## src/rtl/pc_sequencer_pkg.sv

```systemverilog
// pc_sequencer_pkg: shared width, FSM state encoding and trap cause constants for the PC unit
package pc_sequencer_pkg;
  localparam int DATA_WIDTH = 32;
  typedef enum logic [1:0] {
    BOOT = 2'd0,
    RUN  = 2'd1,
    TRAP = 2'd2
  } state_t;
  localparam logic [3:0] CAUSE_INSTR_MISALIGN = 4'd0;
endpackage

```

## src/rtl/pc_sequencer_next_pc_sel.sv

```systemverilog
// next_pc_sel: next-PC target, take and misalign computation
//   in : pc, imm, rs1, is_branch, branch_taken, is_jal, is_jalr, is_compressed
//   out: target (jump target when take, else sequential), take, misalign (jump target only)
module next_pc_sel
  import pc_sequencer_pkg::*;
#(
  parameter int DATA_WIDTH = pc_sequencer_pkg::DATA_WIDTH,
  parameter int IALIGN     = 32
) (
  input  logic [DATA_WIDTH-1:0] pc,
  input  logic [DATA_WIDTH-1:0] imm,
  input  logic [DATA_WIDTH-1:0] rs1,
  input  logic                  is_branch,
  input  logic                  branch_taken,
  input  logic                  is_jal,
  input  logic                  is_jalr,
  input  logic                  is_compressed,
  output logic [DATA_WIDTH-1:0] target,
  output logic                  take,
  output logic                  misalign
);
  logic [DATA_WIDTH-1:0] jt;
  always_comb begin
    take     = is_jalr | is_jal | (is_branch & branch_taken);
    jt       = is_jalr ? ((rs1 + imm) & ~DATA_WIDTH'(1)) : pc + imm;
    target   = take ? jt : pc + ((IALIGN == 16 && is_compressed) ? DATA_WIDTH'(2) : DATA_WIDTH'(4));
    misalign = take & (jt[0] | ((IALIGN == 32) & jt[1]));
  end
endmodule

```

## src/rtl/pc_sequencer.sv

```systemverilog
// pc_sequencer: registered PC with next-PC select, precise misalign traps, trap entry/return and retire counter
//   in : clk, rst_n, stall, is_branch, branch_taken, is_jal, is_jalr, is_compressed, imm_out, rs1_data,
//        trap_req, trap_req_cause, trap_ret, trap_ret_pc
//   out: pc, pc_valid, trap_valid, trap_cause, trap_epc, trap_tval, instret
module pc_sequencer
  import pc_sequencer_pkg::*;
#(
  parameter int                             DATA_WIDTH   = pc_sequencer_pkg::DATA_WIDTH,
  parameter logic [DATA_WIDTH-1:0]          RESET_VECTOR = '0,
  parameter logic [DATA_WIDTH-1:0]          TRAP_VECTOR  = DATA_WIDTH'(32'h0000_0100),
  parameter int                             IALIGN       = 32,
  parameter int                             CNT_WIDTH    = 64
) (
  input  logic                  clk,
  input  logic                  rst_n,
  input  logic                  stall,
  input  logic                  is_branch,
  input  logic                  branch_taken,
  input  logic                  is_jal,
  input  logic                  is_jalr,
  input  logic                  is_compressed,
  input  logic [DATA_WIDTH-1:0] imm_out,
  input  logic [DATA_WIDTH-1:0] rs1_data,
  input  logic                  trap_req,
  input  logic [3:0]            trap_req_cause,
  input  logic                  trap_ret,
  input  logic [DATA_WIDTH-1:0] trap_ret_pc,
  output logic [DATA_WIDTH-1:0] pc,
  output logic                  pc_valid,
  output logic                  trap_valid,
  output logic [3:0]            trap_cause,
  output logic [DATA_WIDTH-1:0] trap_epc,
  output logic [DATA_WIDTH-1:0] trap_tval,
  output logic [CNT_WIDTH-1:0]  instret
);
  state_t                state, state_nxt;
  logic [DATA_WIDTH-1:0] target, ret_pc;
  logic                  take, misalign, trap_ext, adv, ret, mis_trap, retire;
  next_pc_sel #(.DATA_WIDTH(DATA_WIDTH), .IALIGN(IALIGN)) u_sel (
    .pc(pc), .imm(imm_out), .rs1(rs1_data), .is_branch(is_branch), .branch_taken(branch_taken),
    .is_jal(is_jal), .is_jalr(is_jalr), .is_compressed(is_compressed),
    .target(target), .take(take), .misalign(misalign)
  );
  // trap_req outranks stall; everything else advances only when running and not stalled
  always_comb begin
    trap_ext = (state == RUN) & trap_req;
    adv      = (state == RUN) & ~trap_req & ~stall;
    ret      = adv & trap_ret;
    mis_trap = adv & ~trap_ret & misalign;
    retire   = adv & ~mis_trap;
    ret_pc   = {trap_ret_pc[DATA_WIDTH-1:2], (IALIGN == 16) & trap_ret_pc[1], 1'b0};
  end
  always_ff @(posedge clk or negedge rst_n)
    if (!rst_n) state <= BOOT;
    else state <= state_nxt;
  always_comb state_nxt = (trap_ext | mis_trap) ? TRAP : RUN;
  always_comb begin
    pc_valid   = state == RUN;
    trap_valid = state == TRAP;
  end
  always_ff @(posedge clk or negedge rst_n)
    if (!rst_n) begin
      pc         <= RESET_VECTOR;
      trap_cause <= '0;
      trap_epc   <= '0;
      trap_tval  <= '0;
      instret    <= '0;
    end else begin
      if (trap_ext | mis_trap) begin
        pc         <= TRAP_VECTOR;
        trap_cause <= trap_ext ? trap_req_cause : CAUSE_INSTR_MISALIGN;
        trap_epc   <= pc;
        trap_tval  <= trap_ext ? '0 : target;
      end else if (ret) pc <= ret_pc;
      else if (retire) pc <= target;
      if (retire) instret <= instret + 1'b1;
    end
endmodule

```

## config.mk

```make
export PLATFORM = sky130hd
export DESIGN_NAME = pc_sequencer
export DESIGN_NICKNAME = d
export VERILOG_FILES = /design/src/rtl/pc_sequencer_pkg.sv /design/src/rtl/pc_sequencer_next_pc_sel.sv /design/src/rtl/pc_sequencer.sv
export SDC_FILE = /design/constraint.sdc
export NUM_CORES = 1
export LEC_CHECK = 0
export CORE_ASPECT_RATIO = 0.7
export CORE_MARGIN = 5
export CORE_UTILIZATION = 45
export DETAILED_ROUTE_END_ITERATION = 7
export GPL_TIMING_DRIVEN = 1
export MAX_ROUTING_LAYER = met4
export PLACE_DENSITY_LB_ADDON = 0.08
export SLEW_MARGIN = 20
export SYNTH_ARGS = -nofsm -noshare
export SYNTH_HDL_FRONTEND = slang
export SYNTH_SLANG_ARGS = --single-unit
```

## constraint.sdc

```tcl
create_clock -name clk -period 3 [get_ports clk]
set_input_delay 0.3 -clock clk [delete_from_list [all_inputs] [get_ports clk]]
set_output_delay 0.3 -clock clk [all_outputs]
set_load 0.05 [all_outputs]
```

# Word-level counts from Yosys, hierarchy flattened
# Cells that the tools add are included.
# word_totals
inputBits	110
wordCells	38
reg_bits	166
output_inout_bits	166
# classes
reduce_logical	1
n_eq_ne	2
n_mux	8
n_addsub	4
n_bitwise	17
# op_table
cell	n
2-to-1 mux 32 bit	6
adder 32 bit	2
adder 64 x 1 -> 64 bit, second input constant	1
adder 32 x 3 -> 32 bit, second input constant	1
bitwise AND 1 bit	9
2-to-1 mux 4 bit	1
inverter 1 bit	4
OR 1 bit	4
nonzero test 3 bit	1
equality test 2 x 1 -> 1 bit, second input constant	1
equality test 2 bit, second input constant	1
2-to-1 mux 2 bit	1

# Depth between registers and ports, before layout
# logic_depth
word_depth	10
ltp_mapped	13
depth_no_buf	13

# Modules after synthesis
# Synthesis repeated with hierarchy kept, for this count alone.
# unflattened
hier_cells	1392
hier_area_um2	11551.1
# modules_own_cells
mod	cells_per_inst	area_each_um2	seq_area_each_um2	n_inst
pc_sequencer	756	7273.2	4154.0	1
next_pc_sel	636	4277.9	0.0	1

# Worst setup path before layout
# Ideal clock, no wire load.
# synth_path
path_type	register -> register
from	register pc[0]
to	register instret[60]
synth_period_minus_slack_ns	3.251
setup_ns	0.141
required_time_ns	2.859
path_stages_with_launch	12
slack_ns	-0.251
n_path_buf	0
t_arrival_ns	3.110
cell_sequence	dfrtp_1 > ha_1 > inv_1 > fa_1 > nor2b_1 > o21ai_1 > a21oi_4 > nand4_1 > or3_4 > nor3_4 > nand4_1 > xnor2_1
# synth_between
elab_chain_len	7
# synth_lines
item	line	source
start, declared	pc_sequencer.sv:28	output logic [DATA_WIDTH-1:0] pc,
start signal, assigned	pc_sequencer.sv:74	end else if (ret) pc <= ret_pc;
start signal, assigned	pc_sequencer.sv:75	else if (retire) pc <= target;
adder 32 bit	pc_sequencer_next_pc_sel.sv:25	jt = is_jalr ? ((rs1 + imm) & ~DATA_WIDTH'(1)) : pc + imm;
2-to-1 mux 32 bit	pc_sequencer_next_pc_sel.sv:25	
OR 1 bit	pc_sequencer_next_pc_sel.sv:27	misalign = take & (jt[0] | ((IALIGN == 32) & jt[1]));
bitwise AND 1 bit	pc_sequencer_next_pc_sel.sv:27	
bitwise AND 1 bit	pc_sequencer.sv:49	mis_trap = adv & ~trap_ret & misalign;
inverter 1 bit	pc_sequencer.sv:50	retire = adv & ~mis_trap;
bitwise AND 1 bit	pc_sequencer.sv:50	
end signal, assigned	pc_sequencer.sv:76	if (retire) instret <= instret + 1'b1;
end, declared	pc_sequencer.sv:34	output logic [CNT_WIDTH-1:0] instret
# Every way passes these cells.
# A chain may end at the register's enable or synchronous reset.

# Worst setup path after layout
# layout_path
from	register pc[0]
to	register instret[56]
# Same word-level chain as after synthesis.

==> metrics.txt <==
worst skew pair latency=about 0.43 ns; critical path class=reg -> reg; Flop pwr share=approximately 29%; crit path launch type=flip-flop; Fin. Hold Viols=0; Compound-Gate Fraction of Synth Area=19.32%; initial antenna violation count=4; mux contribution to synthesized area=about 3.8%; num rows=48; routed via count=roughly 12,000; Layout area overhead=49.89%; die area=28,290 um^2; number of vias per cell=5.677; Util after Layout=68.42%; maximum fanout along the worst path=9; Period Utilization, post-route=98.11%; Synth Instances=1,262; placed cell areas=15,930 um^2; CTS tree=built; net switching power=between 3 and 4 mW; worst path required time=approximately 3.3 ns; antenna-violating nets left=0; final hold slack=0.4052 ns; Post-Synth Simple-Gate Area=19.39%; top cell type's share of synthesized area=a little under two fifths; combinational fraction of design power=48.7%; register-to-register setup slack=0.06 ns; placed cell count=2,030; CP max stage cell=fa_2; max frequency=339.8 MHz; Initial Util=45.65%; setup TNS=0 ns; vias in the first global route=11,380; RSZ-0062 raised after global routing=true; ys flop type=dfrtp_1; GP Congestion=0.9725; Clock Skew=0.01224 ns; GR Overflow Total=0; synth cell count leaders=dfrtp_1 (166), nand2_1 (141), a21oi_1 (102); core area=24,620 um^2; Port-buffer cells=approximately 270; number of max-cap violations=0; CP max stage delay=around 0.52 ns; CTS clk-pin slew, worst paths=about 0.060 ns; Critical Path End Type=flip-flop; most frequent CP cell=nand4_1; Overall Power=9.347 mW; CTS H-Tree Depth=4; Max VDD drop=0.5556 mV; outcome=complete, no violations; Switching Fraction=between 40% and 50%; CTS max path bufs=2; setup ws final=0.05683 ns; CTS sink cnt=166; worst hold path class=in -> reg; final cell count without fillers=2,075; FFs w/ async S/R, synth=100.0%; R2R depth=12; cell-internal power=about 5.5 mW; fin nets=1,908; register area share after synthesis=36.95%; Clock Tree Root=clkbuf_16; syn_nets=1,437; largest family of logic cells by synthesized area=simple AND/OR/NAND/NOR gates; first-pass GRT wire length=64.37 mm; layout cells sized above 1=between 20% and 30%; Clk pwr share=22.0%; Synth Warn #=0; detailed-route wire length=42.59 mm; CP Cell Sequence=ha_4 > inv_2 > fa_2 > nor2b_1 > o21ai_2 > a21oi_4 > nand4_1 > or3_4 > nor3_4 > buf_12 > nand4_1 > xnor2_1; Avg WL per Cell=between 20 and 25 um; Mean Syn Cell Area=8.907 um^2; top-count cell post-synth=dfrtp_1; CP arrival=3.25 ns; DP Wirelength=33.51 mm; Setup violations, final=0; 1st-pass router iterations=5; Post-Layout Inst Area=16,850 um^2; Worst Tran Pin Value=about 0.63 ns; Synth Area in XOR/XNOR=10.75%; CTS Buf Count=17; Period minus WS final=2.943 ns; cell area after synthesis=11,240 um^2; initial DRC count=between 700 and 800; Residual DRC=0; final slew viol count=0; hold path cells=3; Post-synth EDFFs=0; Synth area leaders=dfrtp_1 (37%), xnor2_1 (7.2%), ha_1 (7.0%), nand2_1 (4.7%), a21oi_1 (4.5%); largest net degree at the start of global routing=65; Pleak=7.446 nW; pwr dens=554.7 nW/um^2; Die Y=roughly 140 um; Top-Level Pins=between 200 and 300; GRT Total Usage=between 30 and 40%; post-synth cell types=73; post-synth top area cell=dfrtp_1; post-synthesis sequential element count=roughly 170; pre-CTS WS=-0.6019 ns; Die Span X=198.9 um; Synth Area in Adders=7.369%; worst slew margin relative to its limit=a little under 60%
-- worst paths after layout --
path | from | to
worst max-delay path | pc[0] | instret[56]
worst min-delay path | trap_req_cause[0] | trap_cause[0]
worst max register to register | pc[0] | instret[56]
worst min register to register | trap_epc[1] | trap_epc[1]
max in group asynchronous | rst_n | trap_tval[17]
min in group asynchronous | rst_n | trap_tval[6]
-- critical path, delay by kind of cell (launching register included) --
family	cells	cell delay (ns)
and+or+nand+nor	5	1.04
adders and majority gates	2	0.66
DFF	1	0.40
AOI/OAI and AO/OA	2	0.37
buffers and inverters	2	0.19
xor gates and xnor gates	1	0.16
-- timing repair --
action,4_1_cts,5_1_grt
hold buffers,1,0
setup endpoints to repair,22,45
gates cloned,0,0
setup buffers,1,7
resized for setup,9,60
hold endpoints to repair,60,0
pin swaps,6,24
-- area by class of cell --
class / instances / area, um^2
clock inverters: 10 / 80.08
inverters: 20 / 75.07
multi-input cells: 1025 / 7124
clock buffers: 22 / 464.2
well taps: 325 / 406.6
fillers: 2040 / 7775
diodes: 4 / 10.01
repair buffers: 503 / 4531
flip-flops and latches: 166 / 4158
-- cell usage in the layout (no fill, tap or decap), drive strengths merged, types with 7 or more instances in the layout --
cell           instances
xor2                  46
nor2b                  7
a21oi                104
nor2                  79
nand2                143
buf                  231
and4                   9
o31ai                  7
clkinv                 7
clkbuf                22
nor3                  19
o21a                  18
xnor2                 92
a211oi                23
nand3                 81
dfrtp                166
a21o                  19
o21ai                 88
a31oi                 13
a32oi                  9
ha                    63
nand4                 35
and3                  27
inv                   20
nand2b                13
clkdlybuf4s50        268
mux2                  34
o21bai                10
a22oi                  7
nor4                   7
-- registers in the layout (all words and copies together), names as in the netlist --
| name | flops |
|---|---|
| state | 2 |
| instret | 64 |
| trap_cause | 4 |
| trap_epc | 32 |
| pc | 32 |
| trap_tval | 32 |
-- power groups by stage --
stage | Sequential [mW] | Clock (mW) | Combinational (mW)
detailed placement | 2.78 | 0 | 4.38
global placement | 2.77 | 0 | 4.35
global route | 2.77 | 2.18 | 4.83
floorplan | 3.74 | 0 | 1.50
finish | 2.74 | 2.05 | 4.55
CTS | 2.74 | 2.07 | 4.42
-- layer usage --
| layer | up-vias | track usage, % | part of all wire (%) |
|---|---|---|---|
| met4 | 0 | 10.36 | 3.5 |
| met2 | 519 | 43.55 | 43 |
| met3 | 86 | 6.910 | 8.5 |
| met5 | - | - | 0 |
| li1 | 5570 | - | - |
| met1 | 5605 | 41.90 | 45 |
-- cell families (layout without fill, tap and decap cells) --
| family | after synthesis | count (layout) |
|---|---|---|
| and+or+nand+nor | 442 | 442 |
| AOI/OAI and AO/OA | 342 | 342 |
| DFF | 166 | 166 |
| xor gates and xnor gates | 138 | 138 |
| buffers and inverters | 71 | 555 |
| adders and majority gates | 65 | 65 |
| muxes | 38 | 38 |
| other | 0 | 4 |
No activity file was read; power rests on OpenSTA's default activity.
